File: config.mk
export PLATFORM = sky130hd
export DESIGN_NAME = midi_poly_dds_flat
export DESIGN_NICKNAME = d
export VERILOG_FILES = /design/src/rtl/midi_poly_dds_if.sv /design/src/rtl/midi_poly_dds.sv /design/src/flat_wrapper.sv
export SDC_FILE = /design/constraint.sdc
export NUM_CORES = 2
export LEC_CHECK = 0
export ABC_AREA = 1
export CAP_MARGIN = 20
export CELL_PAD_IN_SITES_DETAIL_PLACEMENT = 0
export CELL_PAD_IN_SITES_GLOBAL_PLACEMENT = 1
export CORE_AREA = 4 4 316 318
export CTS_BUF_LIST = sky130_fd_sc_hd__clkbuf_4 sky130_fd_sc_hd__clkbuf_8
export CTS_CLUSTER_DIAMETER = 200
export DETAILED_ROUTE_END_ITERATION = 16
export DIE_AREA = 0 0 320 322
export PLACE_DENSITY_LB_ADDON = 0.1
export SLEW_MARGIN = 20
export SYNTH_ARGS = -nofsm -noshare
export SYNTH_HDL_FRONTEND = slang
export SYNTH_SLANG_ARGS = --single-unit
File: constraint.sdc
create_clock -name i_clk -period 31.6 [get_ports i_clk]
set_clock_uncertainty 0.15 [all_clocks]
set_input_delay 4.74 -clock i_clk [delete_from_list [all_inputs] [get_ports i_clk]]
set_output_delay 4.74 -clock i_clk [all_outputs]
set_load 0.03 [all_outputs]
File: src/rtl/midi_poly_dds_if.sv
// Voice-register write port, sample strobe and sample output bundle for midi_poly_dds.
interface midi_poly_dds_if #(
  parameter int unsigned VOICES  = 16,
  parameter int unsigned PHASE_W = 24,
  parameter int unsigned OUT_W   = 8
);
  localparam int unsigned VW = $clog2(VOICES);

  logic               i_wr_en;
  logic [VW-1:0]      i_wr_addr;
  logic               i_wr_note_en;
  logic [PHASE_W-1:0] i_wr_add_val;
  logic [6:0]         i_wr_vel;
  logic               i_tick;
  logic               o_busy;
  logic [OUT_W-1:0]   o_sample;
  logic               o_sample_vld;
  logic [VW:0]        o_active_cnt;

  modport master (
    output i_wr_en, i_wr_addr, i_wr_note_en, i_wr_add_val, i_wr_vel, i_tick,
    input  o_busy, o_sample, o_sample_vld, o_active_cnt
  );

  modport slave (
    input  i_wr_en, i_wr_addr, i_wr_note_en, i_wr_add_val, i_wr_vel, i_tick,
    output o_busy, o_sample, o_sample_vld, o_active_cnt
  );
endinterface

File: src/rtl/midi_poly_dds.sv
// Time-multiplexed polyphonic square-wave DDS: one voice per cycle per sample tick,
// velocity-scaled outputs summed into one unsigned sample.
module midi_poly_dds #(
  parameter int unsigned VOICES  = 16,
  parameter int unsigned PHASE_W = 24,
  parameter int unsigned OUT_W   = 8,
  parameter int unsigned VEL_EN  = 1
) (
  input  logic            i_clk,
  input  logic            i_res,
  midi_poly_dds_if.slave  bus
);
  localparam int unsigned VW    = $clog2(VOICES);
  localparam int unsigned ACC_W = 7 + VW;

  typedef enum logic [1:0] {ST_IDLE, ST_SCAN, ST_DONE} state_e;

  state_e             state_q;
  logic               note_en_q [VOICES];
  logic [PHASE_W-1:0] add_val_q [VOICES];
  logic [6:0]         vel_q     [VOICES];
  logic [PHASE_W-1:0] phase_q   [VOICES];

  logic [VW-1:0]      v_q;
  logic [ACC_W-1:0]   acc_q;
  logic [VW:0]        cnt_q;
  logic               busy_q;
  logic               vld_q;
  logic [OUT_W-1:0]   sample_q;
  logic [VW:0]        active_q;

  logic [PHASE_W-1:0] phase_d;
  logic [ACC_W-1:0]   acc_d;
  logic [VW:0]        cnt_d;
  logic [6:0]         amp;

  // Contribution of the voice currently addressed by the scan pointer.
  always_comb begin
    amp     = (VEL_EN != 0) ? vel_q[v_q] : 7'd127;
    phase_d = '0;
    acc_d   = acc_q;
    cnt_d   = cnt_q;
    if (note_en_q[v_q]) begin
      phase_d = phase_q[v_q] + add_val_q[v_q];
      cnt_d   = cnt_q + (VW+1)'(1);
      if (phase_d[PHASE_W-1]) begin
        acc_d = acc_q + ACC_W'(amp);
      end
    end
  end

  // Register file; the scan reads the pre-write value on a same-edge collision.
  always_ff @(posedge i_clk or posedge i_res) begin
    if (i_res) begin
      for (int i = 0; i < VOICES; i++) begin
        note_en_q[i] <= 1'b0;
        add_val_q[i] <= '0;
        vel_q[i]     <= '0;
      end
    end else if (bus.i_wr_en) begin
      note_en_q[bus.i_wr_addr] <= bus.i_wr_note_en;
      add_val_q[bus.i_wr_addr] <= bus.i_wr_add_val;
      vel_q[bus.i_wr_addr]     <= bus.i_wr_vel;
    end
  end

  // Scan sequencer; the result is latched on the last voice so vld is high during DONE.
  always_ff @(posedge i_clk or posedge i_res) begin
    if (i_res) begin
      state_q  <= ST_IDLE;
      v_q      <= '0;
      acc_q    <= '0;
      cnt_q    <= '0;
      busy_q   <= 1'b0;
      vld_q    <= 1'b0;
      sample_q <= '0;
      active_q <= '0;
      for (int i = 0; i < VOICES; i++) begin
        phase_q[i] <= '0;
      end
    end else begin
      vld_q <= 1'b0;
      case (state_q)
        ST_IDLE: begin
          if (bus.i_tick) begin
            acc_q   <= '0;
            cnt_q   <= '0;
            v_q     <= '0;
            busy_q  <= 1'b1;
            state_q <= ST_SCAN;
          end
        end
        ST_SCAN: begin
          phase_q[v_q] <= phase_d;
          acc_q        <= acc_d;
          cnt_q        <= cnt_d;
          v_q          <= v_q + VW'(1);
          if (v_q == VW'(VOICES - 1)) begin
            sample_q <= acc_d[ACC_W-1 -: OUT_W];
            active_q <= cnt_d;
            vld_q    <= 1'b1;
            state_q  <= ST_DONE;
          end
        end
        ST_DONE: begin
          busy_q  <= 1'b0;
          state_q <= ST_IDLE;
        end
        default: begin
          busy_q  <= 1'b0;
          state_q <= ST_IDLE;
        end
      endcase
    end
  end

  assign bus.o_busy       = busy_q;
  assign bus.o_sample     = sample_q;
  assign bus.o_sample_vld = vld_q;
  assign bus.o_active_cnt = active_q;
endmodule
File: src/flat_wrapper.sv
// flat-port wrapper written by rule: the top's interface ports become plain ports
module midi_poly_dds_flat 
#(
  parameter int unsigned VOICES  = 16,
  parameter int unsigned PHASE_W = 24,
  parameter int unsigned OUT_W   = 8,
  parameter int unsigned VEL_EN  = 1
)
  (i_clk, i_res, bus_i_wr_en, bus_i_wr_addr, bus_i_wr_note_en, bus_i_wr_add_val, bus_i_wr_vel, bus_i_tick, bus_o_busy, bus_o_sample, bus_o_sample_vld, bus_o_active_cnt);
  midi_poly_dds_if #(.VOICES(VOICES), .PHASE_W(PHASE_W), .OUT_W(OUT_W)) bus_i ();
  input  logic i_clk;
  input  logic i_res;
  input wire logic [$bits(bus_i.i_wr_en)-1:0] bus_i_wr_en;
  input wire logic [$bits(bus_i.i_wr_addr)-1:0] bus_i_wr_addr;
  input wire logic [$bits(bus_i.i_wr_note_en)-1:0] bus_i_wr_note_en;
  input wire logic [$bits(bus_i.i_wr_add_val)-1:0] bus_i_wr_add_val;
  input wire logic [$bits(bus_i.i_wr_vel)-1:0] bus_i_wr_vel;
  input wire logic [$bits(bus_i.i_tick)-1:0] bus_i_tick;
  output wire logic [$bits(bus_i.o_busy)-1:0] bus_o_busy;
  output wire logic [$bits(bus_i.o_sample)-1:0] bus_o_sample;
  output wire logic [$bits(bus_i.o_sample_vld)-1:0] bus_o_sample_vld;
  output wire logic [$bits(bus_i.o_active_cnt)-1:0] bus_o_active_cnt;
  assign bus_i.i_wr_en = bus_i_wr_en;
  assign bus_i.i_wr_addr = bus_i_wr_addr;
  assign bus_i.i_wr_note_en = bus_i_wr_note_en;
  assign bus_i.i_wr_add_val = bus_i_wr_add_val;
  assign bus_i.i_wr_vel = bus_i_wr_vel;
  assign bus_i.i_tick = bus_i_tick;
  assign bus_o_busy = bus_i.o_busy;
  assign bus_o_sample = bus_i.o_sample;
  assign bus_o_sample_vld = bus_i.o_sample_vld;
  assign bus_o_active_cnt = bus_i.o_active_cnt;
  midi_poly_dds #(.VOICES(VOICES), .PHASE_W(PHASE_W), .OUT_W(OUT_W), .VEL_EN(VEL_EN)) u_core (.i_clk(i_clk), .i_res(i_res), .bus(bus_i));
endmodule
# == After elaboration in Yosys (flattened, before gate mapping) ==
# Index checks and enable logic that the tools add are counted.
# classes
addsub,4
mul,0
div_mod_pow,0
order_cmp,4
n_eq_ne,6
shift,0
n_mux,41
bitwise_logic,3
reduce_logical,9
# ops
operator,n
$bwmux 384,2
$bmux 24 s4,2
$demux 24 s4,2
$mux 24,7
$bwmux 112,1
$mux 11,3
$bmux 7 s4,1
$demux 7 s4,1
$add 24x24->24,1
$pmux 11 s2,1
$mux 7,3
$bwmux 16,1
$add 11x7->11,1
$ge 5x5->1 const B,2
$lt 5x1->1 const B,2
$mux 5,2
$not 4->5,2
$pmux 5 s2,1
$pmux 4 s2,1
$reduce_and 2->1,4
$mux 1,6
$ne 2x1->1 const B,3
$add 5x1->5 const B,1
$add 4x1->4 const B,1
14 further kinds,16
# totals
regBits,933
latch_bits,0
ram_bits,0
rom_bits,0
input_bits,40
elab_cells,140
memories,0

# == Longest topological paths before layout ==
# logic_depth
depth_word,8
depth_mapped,28

# == Worst setup path before layout ==
# OpenSTA, ideal clock, no wires.
# synth_timing
kind,input to register
startpoint,in bus_i_wr_en
endpoint,reg u_core.add_val_q[10] in the netlist's numbering
setup_ns,0.078
t_arrival_ns,5.970
path_slack_ns,25.402
cell_stages,6
path_buffers,2
path_cell_list,buf_2 inv_1 nor4_2 clkbuf_1 nor2_1 a21oi_1
# synth_lines
item,line_no,text
from (decl),flat_wrapper.sv:13,input wire logic [$bits(bus_i.i_wr_en)-1:0] bus_i_wr_en;
"to (signal, indexed assignment)",midi_poly_dds.sv:62,add_val_q[bus.i_wr_addr] <= bus.i_wr_add_val;
to (decl),midi_poly_dds.sv:20,logic [PHASE_W-1:0] add_val_q [VOICES];

==> flow_summary.toml <==
[setup_path]
cp_slowest_stage_delay_ns = 0.85
path_class = "input port to asynchronous set/reset pin"
path_common_cell = "buf_4"
worstSetupEndpointType = "asynchronous set/reset pin"
arrival_ns = 9.16
crit_path_max_fanout = 164
rr_worst_depth = 22
slowest_stage = "buf_4"
start_kind = "input port"
cp_cell_sequence = "clkdlybuf4s50_1 -> inv_8 -> buf_12 -> buf_4 -> buf_4 -> buf_4"
cp.required_ns = 32.25

[timing]
setup_viol_count_final = 0
finalCritPeriodShare_pct = 26.9
hold_viol = 0
hold_ws_ns = 0.324
fin_setup_tns_ns = 0
worstMarginPinSlew_ns = 1.12
fmax_mhz = 118
rsz0062_at_grt = "no"
slew_viol_final = 0
fin_crit_ns = 8.51
max_slew_margin_pct = 25.3

[drt]
drcViolationCount = 0
dr_total_vias = 35800
drt-pass1-iter-count = 6
drt_iter0_markers = 3412
ant_nets = 0
wl_per_cell_um = 20.2
routed_via_density = 5.46
routed_wl_mm = 133

[place]
port_buffers = 54
placed_cells = 6288
placed_area_um2 = 44400
hpwl_mm = 69.6
routabilityCongestion = 0.834

[clock_network]
insertion_delay_ns = 0.83
htreeDepth = 4
cts_setup_buffers = 0
cts_tree = "done"
cts_buffers = 166
clk_pin_slew_worst_paths_ns = 0.05
cts_buffer_depth = 3
root_buffer = "clkbuf_8"
cts.sinks = 933
cts_hold_buffers = 0
cts_resized = 0

[worst_hold_path]
hold_depth = 2
hold_class = "register to register"

[outcome]
status = "completed"

[cells_and_area]
layout_commonest_cell = "nand2_1"
syn_to_final_growth_pct = 10.2
nNetsFinal = 5258
design_area_um2 = 47700
mostFrequentLayoutCells = "nand2_1 (1,356), o21ai_0 (1,276), dfrtp_1 (931), nor2_1 (397), inv_1 (257)"
layoutNonFillerInstCount = 6566
fillers = 9551
drive_above_1_share_pct = 8.60

[floorplan]
die_area_um2 = 103000
start_util_pct = 44.8
core_area_um2 = 96600
die_h_um = 322
die-width_um = 320
rows = 114
io_pins = 55

[synthesis]
synthCells = 5309
synth_area_um2 = 43300
ys_warn_count = 0
syn_area_per_cell_um2 = 8.16
synth_seq_cells = 933
syn_nets = 5386
synth_cell_types = 46
ys_seq_area_share_pct = 53.9

[run]
cap_violations = 0

[pwr]
power_density_nw_per_um2 = 111
p_leak_nw = 21.9
ir_drop_v = 0.0000771

[grt]
grt_pass1_wl_mm = 208
first_global_vias = 34600
grt.total_usage_pct = 25.9
antenna_found_initial = 1
grt_overflow = 0
grt_max_degree = 165
-- Yosys cell counts (all sizes together) --
cell / instances / area [um^2]
a21boi: 1 / 11.3
a21o: 7 / 52.6
a21oi: 214 / 1090
a22oi: 1 / 7.51
a31oi: 1 / 6.26
buf: 92 / 522
clkbuf: 321 / 1200
dfrtp: 933 / 23300
fa: 2 / 40.0
ha: 35 / 438
inv: 283 / 1070
mux2i: 1 / 10.0
nand2: 1365 / 5150
nand3: 72 / 383
nand3b: 1 / 7.51
nand4: 62 / 388
nor2: 408 / 1560
nor3: 4 / 20.0
nor3b: 1 / 12.5
nor4: 2 / 18.8
o211ai: 2 / 15.0
o21ai: 1338 / 6880
o21bai: 1 / 7.51
o22ai: 140 / 876
o31ai: 1 / 7.51
or2: 3 / 18.8
xnor2: 8 / 70.1
xor2: 10 / 95.1
-- state kept, by name, summed over array words and instances (netlist names), 4 cells and up --
signal,cells
u_core.add_val_q,384
u_core.phase_q,384
u_core.vel_q,112
u_core.note_en_q,16
u_core.acc_q,11
u_core.bus.o_sample,8
u_core.bus.o_active_cnt,5
u_core.cnt_q,5
u_core.v_q,4
-- per-stage QoR --
stage | util, % | power [mW] | worst slack [ns]
final | 49.4 | 5.31 | 23.09
after CTS | 49.4 | 5.34 | 22.92
after global routing | 49.4 | 5.73 | 22.35
after detailed placement | 45.9 | 4.17 | 22.00
after floorplan | - | 3.45 | 0.474
after global placement | 45.9 | 4.16 | 21.97
-- cell type report --
cell class / count / area [um^2] / share of cell area [%]
diodes: 1 / 2.50 / 0.00524
clock buffers: 262 / 3220 / 6.74
clock inverters: 14 / 123 / 0.257
inverters: 283 / 1090 / 2.29
multi-input cells: 3680 / 17300 / 36.2
flip-flops and latches: 933 / 23400 / 48.9
well taps: 1276 / 1600 / 3.34
repair buffers: 117 / 1080 / 2.27
-- path summary, 6_finish.rpt --
check	startpoint	end	slack, ns
setup / recovery	i_res	u_core.phase_q[376]$_DFFE_PP0P_	23.09
hold / removal	u_core.phase_q[334]$_DFFE_PP0P_	u_core.phase_q[334]$_DFFE_PP0P_	0.32
setup reg to reg	u_core.v_q[0]$_DFFE_PP0P_	u_core.acc_q[2]$_DFFE_PP0P_	25.14
hold reg to reg	u_core.phase_q[334]$_DFFE_PP0P_	u_core.phase_q[334]$_DFFE_PP0P_	0.32
max in group i_clk	u_core.bus.o_sample[1]$_DFFE_PP0P_	bus_o_sample[1]	24.84
min in group asynchronous	i_res	u_core.vel_q[51]$_DFFE_PP0P_	4.32
-- kinds of logic after synthesis --
kind of cell	Yosys count	synth area share [%]
flip-flops	933	53.9
XOR/XNOR	18	0.381
multiplexers	1	0.0231
buffers and inverters	696	6.46
AND/OR/NAND/NOR	1918	17.4
adder cells (fa/ha/maj)	37	1.10
AO/OA/AOI/OAI	1706	20.7
-- critical path, delay by kind of cell --
kind / cells / cell delay, ns
buffers and inverters: 6 / 4.16
-- where the power goes --
part	internal, mW	switching [mW]	total (mW)
Clock	0.647	0.498	1.14
Combinational	0.697	1.76	2.45
Sequential	1.53	0.178	1.71
Total	2.87	2.43	5.31
-- per-layer routing --
metal	part of all wire, %	track usage [%]	up-vias
met2	46	41.6	858
met5	0	0	-
li1	-	-	17300
met1	47	36.8	17500
met4	2.4	7.63	0
met3	4.5	3.53	186
Power figures use the tool's default switching activity.
